`src/rtl/rr_arb_mux.sv`:
```
// rr_arb_mux: N-channel arbiter and mux with a one-word registered output stage.
// Each cycle the output register can take a new word, the arbiter picks one
// requesting channel. It uses round-robin (ARB_MODE=0) or lowest-index-first
// (ARB_MODE=1). That channel's data is captured in the output register.
//
// Ports
//   clk_in      : clock, rising edge
//   reset_n_in  : asynchronous active-low reset
//   req_in      : per-channel request, bit i = channel i
//   data_in     : packed channel data, channel i at [i*BUS_WIDTH +: BUS_WIDTH]
//   lock_in     : keep granting the last-granted channel while it still requests
//   ready_in    : downstream takes data_out this cycle
//   grant_out   : one-hot (or zero) channel consumed this cycle, combinational
//   valid_out   : data_out/sel_out hold a word
//   data_out    : registered selected data
//   sel_out     : registered index of the channel behind data_out
module rr_arb_mux #(
    parameter int BUS_WIDTH = 32,
    parameter int NUM_CH    = 8,
    parameter int ARB_MODE  = 0
) (
    input  logic                                           clk_in,
    input  logic                                           reset_n_in,
    input  logic [NUM_CH-1:0]                              req_in,
    input  logic [NUM_CH*BUS_WIDTH-1:0]                    data_in,
    input  logic                                           lock_in,
    input  logic                                           ready_in,
    output logic [NUM_CH-1:0]                              grant_out,
    output logic                                           valid_out,
    output logic [BUS_WIDTH-1:0]                           data_out,
    output logic [((NUM_CH > 2) ? $clog2(NUM_CH) : 1)-1:0] sel_out
);

    localparam int SEL_W = (NUM_CH > 2) ? $clog2(NUM_CH) : 1;
    localparam logic [SEL_W:0]   NCH_W = (SEL_W+1)'(NUM_CH);
    localparam logic [SEL_W-1:0] LAST_CH = SEL_W'(NUM_CH - 1);

    typedef enum logic {EMPTY = 1'b0, FULL = 1'b1} state_t;

    state_t state, state_nxt;

    logic [SEL_W-1:0] ptr, last;
    logic [SEL_W-1:0] rr_idx, fp_idx, win_idx, rot_off;
    logic [SEL_W:0]   rr_sum;
    logic [2*NUM_CH-1:0] req_sh;
    logic [NUM_CH-1:0]   req_rot;
    logic load_ok, grant_en;

    // Unpack channel data so the winner can be picked by plain array index.
    logic [BUS_WIDTH-1:0] ch_data [NUM_CH];

    genvar g;
    generate
        for (g = 0; g < NUM_CH; g++) begin : g_unpack
            assign ch_data[g] = data_in[g*BUS_WIDTH +: BUS_WIDTH];
        end
    endgenerate

    assign valid_out = (state == FULL);
    assign load_ok   = (state == EMPTY) || ready_in;
    // Gating with reset keeps grant_out quiet while reset is held.
    assign grant_en  = reset_n_in && load_ok && (|req_in);

    // Round-robin: rotate requests so ptr lands at bit 0. The lowest set bit of
    // the rotated vector is the offset from ptr. Add it back modulo NUM_CH.
    assign req_sh  = {req_in, req_in} >> ptr;
    assign req_rot = req_sh[NUM_CH-1:0];

    always_comb begin
        rot_off = '0;
        for (int k = NUM_CH - 1; k >= 0; k--) begin
            if (req_rot[k]) rot_off = SEL_W'(k);
        end
        rr_sum = {1'b0, ptr} + {1'b0, rot_off};
        if (rr_sum >= NCH_W) rr_sum = rr_sum - NCH_W;
        rr_idx = rr_sum[SEL_W-1:0];
    end

    // Fixed priority: lowest requesting index.
    always_comb begin
        fp_idx = '0;
        for (int k = NUM_CH - 1; k >= 0; k--) begin
            if (req_in[k]) fp_idx = SEL_W'(k);
        end
    end

    // Lock overrides either mode while the last winner keeps requesting.
    always_comb begin
        if (lock_in && req_in[last])
            win_idx = last;
        else if (ARB_MODE == 1)
            win_idx = fp_idx;
        else
            win_idx = rr_idx;
    end

    always_comb begin
        grant_out = '0;
        if (grant_en) grant_out[win_idx] = 1'b1;
    end

    // Output stage occupancy: EMPTY <-> FULL.
    always_comb begin
        state_nxt = state;
        if (load_ok) state_nxt = (|req_in) ? FULL : EMPTY;
    end

    always_ff @(posedge clk_in or negedge reset_n_in) begin
        if (!reset_n_in) state <= EMPTY;
        else             state <= state_nxt;
    end

    // Payload and arbitration state move only on a grant. With no requests,
    // the word is dropped from valid but data/sel keep their last value.
    always_ff @(posedge clk_in or negedge reset_n_in) begin
        if (!reset_n_in) begin
            data_out <= '0;
            sel_out  <= '0;
            ptr      <= '0;
            last     <= '0;
        end else if (grant_en) begin
            data_out <= ch_data[win_idx];
            sel_out  <= win_idx;
            last     <= win_idx;
            ptr      <= (win_idx == LAST_CH) ? '0 : win_idx + SEL_W'(1);
        end
    end

endmodule

```
`config.mk`:
```
export PLATFORM = sky130hd
export DESIGN_NAME = rr_arb_mux
export DESIGN_NICKNAME = d
export VERILOG_FILES = /design/src/rtl/rr_arb_mux.sv
export SDC_FILE = /design/constraint.sdc
export NUM_CORES = 1
export LEC_CHECK = 0
export BUFFER_PORTS_ARGS = -buffer_cell sky130_fd_sc_hd__buf_2
export CAP_MARGIN = 20
export CORE_AREA = 2 2 120 122
export CTS_BUF_LIST = sky130_fd_sc_hd__clkbuf_4
export DETAILED_ROUTE_END_ITERATION = 8
export DIE_AREA = 0 0 122 124
export PLACE_DENSITY = 0.72
export SLEW_MARGIN = 20
export SYNTH_ARGS = -nofsm -noshare
export SYNTH_HDL_FRONTEND = slang
export SYNTH_SLANG_ARGS = --single-unit
```
`constraint.sdc`:
```
create_clock -name clk_in -period 4.8 [get_ports clk_in]
set_input_delay 0.96 -clock clk_in [delete_from_list [all_inputs] [get_ports clk_in]]
set_output_delay 0.96 -clock clk_in [all_outputs]
set_load 0.005 [all_outputs]
```
==> flow_summary.toml <==
[synth]
yosysWarnings = 0
synth_top_family_by_area = "compound AO/OA/AOI/OAI gates"
synth-xor-area-share_pct = 0.397
syn_nets = 784
syn-cell-area_mm2 = 0.00441
synth_compound_area_share_pct = 34.0
yosys.area_share.simple_pct = 20.9
synth_area_per_cell_um2 = 8.59
synthMuxAreaShare_pct = 14.6
ys_types = 42
synth_fa_ha_area_share_pct = 1.02
ys_seq_elements = 39
postSynthCellCount = 513
ys_seq_area_share_pct = 22.1

[flow_run]
maxCapViolCount = 0

[route]
viasPerCell = 5.77
antenna_left = 0
wl_mm = 18.1
wire_per_inst_um = 18.3
route.detailed.drc = 0
num_vias = 5690
first_iter_violations = 383
drtPass1Iterations = 5

[critical_path]
critPathRequiredTime_ns = 3.84
cpMostUsedCell = "nor2b_4"
crit_fanout = 4
cp_data_arrival_time_ns = 3.88
critPathLaunch = "req_in[4]"
rrSetupSlack_ns = 0.44
worst_setup_path_end_kind = "output pin"
slowest_delay_ns = 0.50
crit_chain = "buf_6 -> mux4_2 -> mux2_4 -> buf_4 -> nor2b_4 -> nand2b_4 -> a31oi_4 -> fa_2 -> xor2_2 -> nor2b_4 -> a211oi_4 -> inv_2 -> nor4_2 -> buf_2"
endpoint = "grant_out[1]"
r2r_cells = 15
timing.rr.end = "data_out[31]"
cp-start-kind = "input port"
critPathKind = "input port to output pin"
r2r_start = "ptr[0]"
slowest_stage = "mux4_2"

[timing]
finClkSkew_ns = 0.0229
finalCriticalPeriod_ns = 4.84
hold_violations = 0
setup_viol = 3
worstMarginPinSlew_ns = 0.842
finalWorstSetupSlack_ns = -0.0356
rsz0062_at_grt = "yes"
fin_crit_sh_pct = 101
drv_slew = 0
maxClockFrequency_ghz = 0.207
fin_setup_tns_ns = -0.0762
max_slew_margin_pct = 43.6

[placement]
post-place-ws_ns = -0.155
portBuffers = 311
hpwl_mm = 13.6
placed_area_mm2 = 0.00625
gp_congestion = 0.898

[die]
die_area_mm2 = 0.0151
rows = 43
fp.coreArea_mm2 = 0.0137
die_x_um = 122
io_pins = 312
start_util_pct = 32.1
die_h_um = 124

[power_and_ir_drop]
p_clk_share_pct = 2.9
sw_frac_of_total_pct = 56.0
pwr-share-comb_pct = 86.3
peakVddDrop_uv = 796
p_leak_uw = 0.00292
power.density_mw_per_mm2 = 912
power_uw = 5950
seqPwrFrac_pct = 10.8
intPower_uw = 2620
switching_power_uw = 3330

[final_layout]
fillers = 1371
stdcell_area_mm2 = 0.00652
drive_above_1_share_pct = 49.8
area_growth_pct = 48.0
nets = 1076
final_core_util_pct = 47.5

[global_route]
grt_antenna_before_repair = 2
grt_pass1_wl_mm = 27.4
grt_pass1_vias = 5382
grt.overflow.total = 0
grtUsageTotal_pct = 22.8
grt_max_degree = 70

[cts]
cts_root_buf = "clkbuf_4"
cts_tree = "yes"
path_clk_slew_ns = 0.14
numCtsBuffers = 5
clk_path_buf_depth = 2
clkLatencyLatePin_ns = 0.35
ctsHoldBuffers = 0
cts_sinks = 39
htreeDepth = 2

[status]
violations = "setup timing"
status = "finished with violations"

[worst_hold_path]
hp-class = "input port to async pin"
routing by layer:
layer	routed length [um]	vias to the layer above	share of wire, %	track usage (%)
li1	-	2665	-	-
met1	7180	2668	40	29.0
met2	9040	323	50	39.4
met3	1470	34	8.1	3.80
met4	412	0	2.3	7.54
met5	0	-	0	0
power by group through the flow:
stage | clock network [uW] | registers, uW | logic (uW)
floorplan | 0 | 592 | 3490
global placement | 0 | 637 | 4870
detailed placement | 0 | 639 | 4890
CTS | 182 | 641 | 5010
global route | 193 | 665 | 5620
finish | 170 | 643 | 5130
state kept, by name, summed over array words and instances (netlist names):
signal / cells
data_out: 32
last: 3
valid_out: 1
ptr: 3
logic make-up after synthesis:
group | count (synthesis)
AOI/OAI and AO/OA | 178
xor gates and xnor gates | 2
adders and majority gates | 3
buffers and inverters | 72
DFF | 39
muxes | 53
and+or+nand+nor | 166
layout by cell type, fill, tap and decap left out, types with 3 or more instances in the layout:
cell and count:
mux4_2 8, a211oi_1 64, buf_4 39, mux2_2 4, a2111oi_0 32, a221o_1 32, nor3b_1 64, dfrtp_1 38
clkbuf_4 6, buf_6 8, buf_12 3, nor4_2 3, mux2i_1 36, a311oi_1 32, o21ai_0 5, o21ai_1 3
nand2_1 75, buf_2 303, nor4_1 3
worst max-delay path, delay by kind of cell:
| kind | cells | cell delay [ns] |
|---|---|---|
| fa+ha+maj | 1 | 0.39 |
| mux | 2 | 0.80 |
| compound gates | 2 | 0.42 |
| buf+inv | 4 | 0.49 |
| xor+xnor | 1 | 0.17 |
| simple gates | 4 | 0.64 |
Yosys cell counts, drive strengths merged:
master   count  area share [%]
nand2       75             6.4
a211oi      66              12
nor3b       64              11
clkbuf      40             3.4
dfrtp       39              22
mux2i       39             8.9
a2111oi     33             6.7
a221o       32             7.3
a311oi      32             6.4
buf         29             3.4
mux4         8             4.1
o21ai        8            0.91
mux2         6             1.5
nor4         6            0.85
nor3         4            0.45
inv          3            0.26
nor2         3            0.26
nor2b        3            0.43
a31oi        2            0.28
and3         2            0.28
ha           2            0.57
nand2b       2            0.28
nand3        2            0.23
xor2         2            0.40
a21boi       1            0.17
a21o         1            0.17
a21oi        1            0.11
a22o         1            0.20
and3b        1            0.20
fa           1            0.45
nand3b       1            0.17
nand4        1            0.14
o21a         1            0.17
or2          1            0.14
or3          1            0.14
worst min-delay path by stage:
stage,from,end,depth (start not counted)
after floorplan,data_out[16],data_out[16],1
after global placement,data_out[22],data_out[22],1
after detailed placement,data_out[21],data_out[21],1
after CTS,reset_n_in,valid_out,1
after global routing,reset_n_in,valid_out,1
final,reset_n_in,valid_out,1
area by class of cell:
cell class / instances / area [um2] / area share [%]
clock buffer: 6 / 45.0 / 0.691
sequential: 39 / 977 / 15.0
antenna: 2 / 5.00 / 0.0767
timing repair buffer: 354 / 1970 / 30.3
tap: 180 / 225 / 3.45
inverter: 3 / 16.3 / 0.249
multi-input combinational: 402 / 3280 / 50.3
stage by stage:
stage,instances,hold WS (ns)
floorplan,513,0.506
global placement,972,0.489
detailed placement,972,0.494
CTS,979,0.386
global route,986,0.364
finish,986,0.407
timing repair:
| item | 4_1_cts | 5_1_grt |
|---|---|---|
| hold endpoints to repair | 0 | 0 |
| buffers inserted | 1 | 5 |
| endpoints found under the setup margin | 8 | 8 |
| gates cloned | 0 | 0 |
| pin swaps | 8 | 8 |
| gates resized for setup | 30 | 10 |
Note: power is estimated with default switching activity, not from simulation.
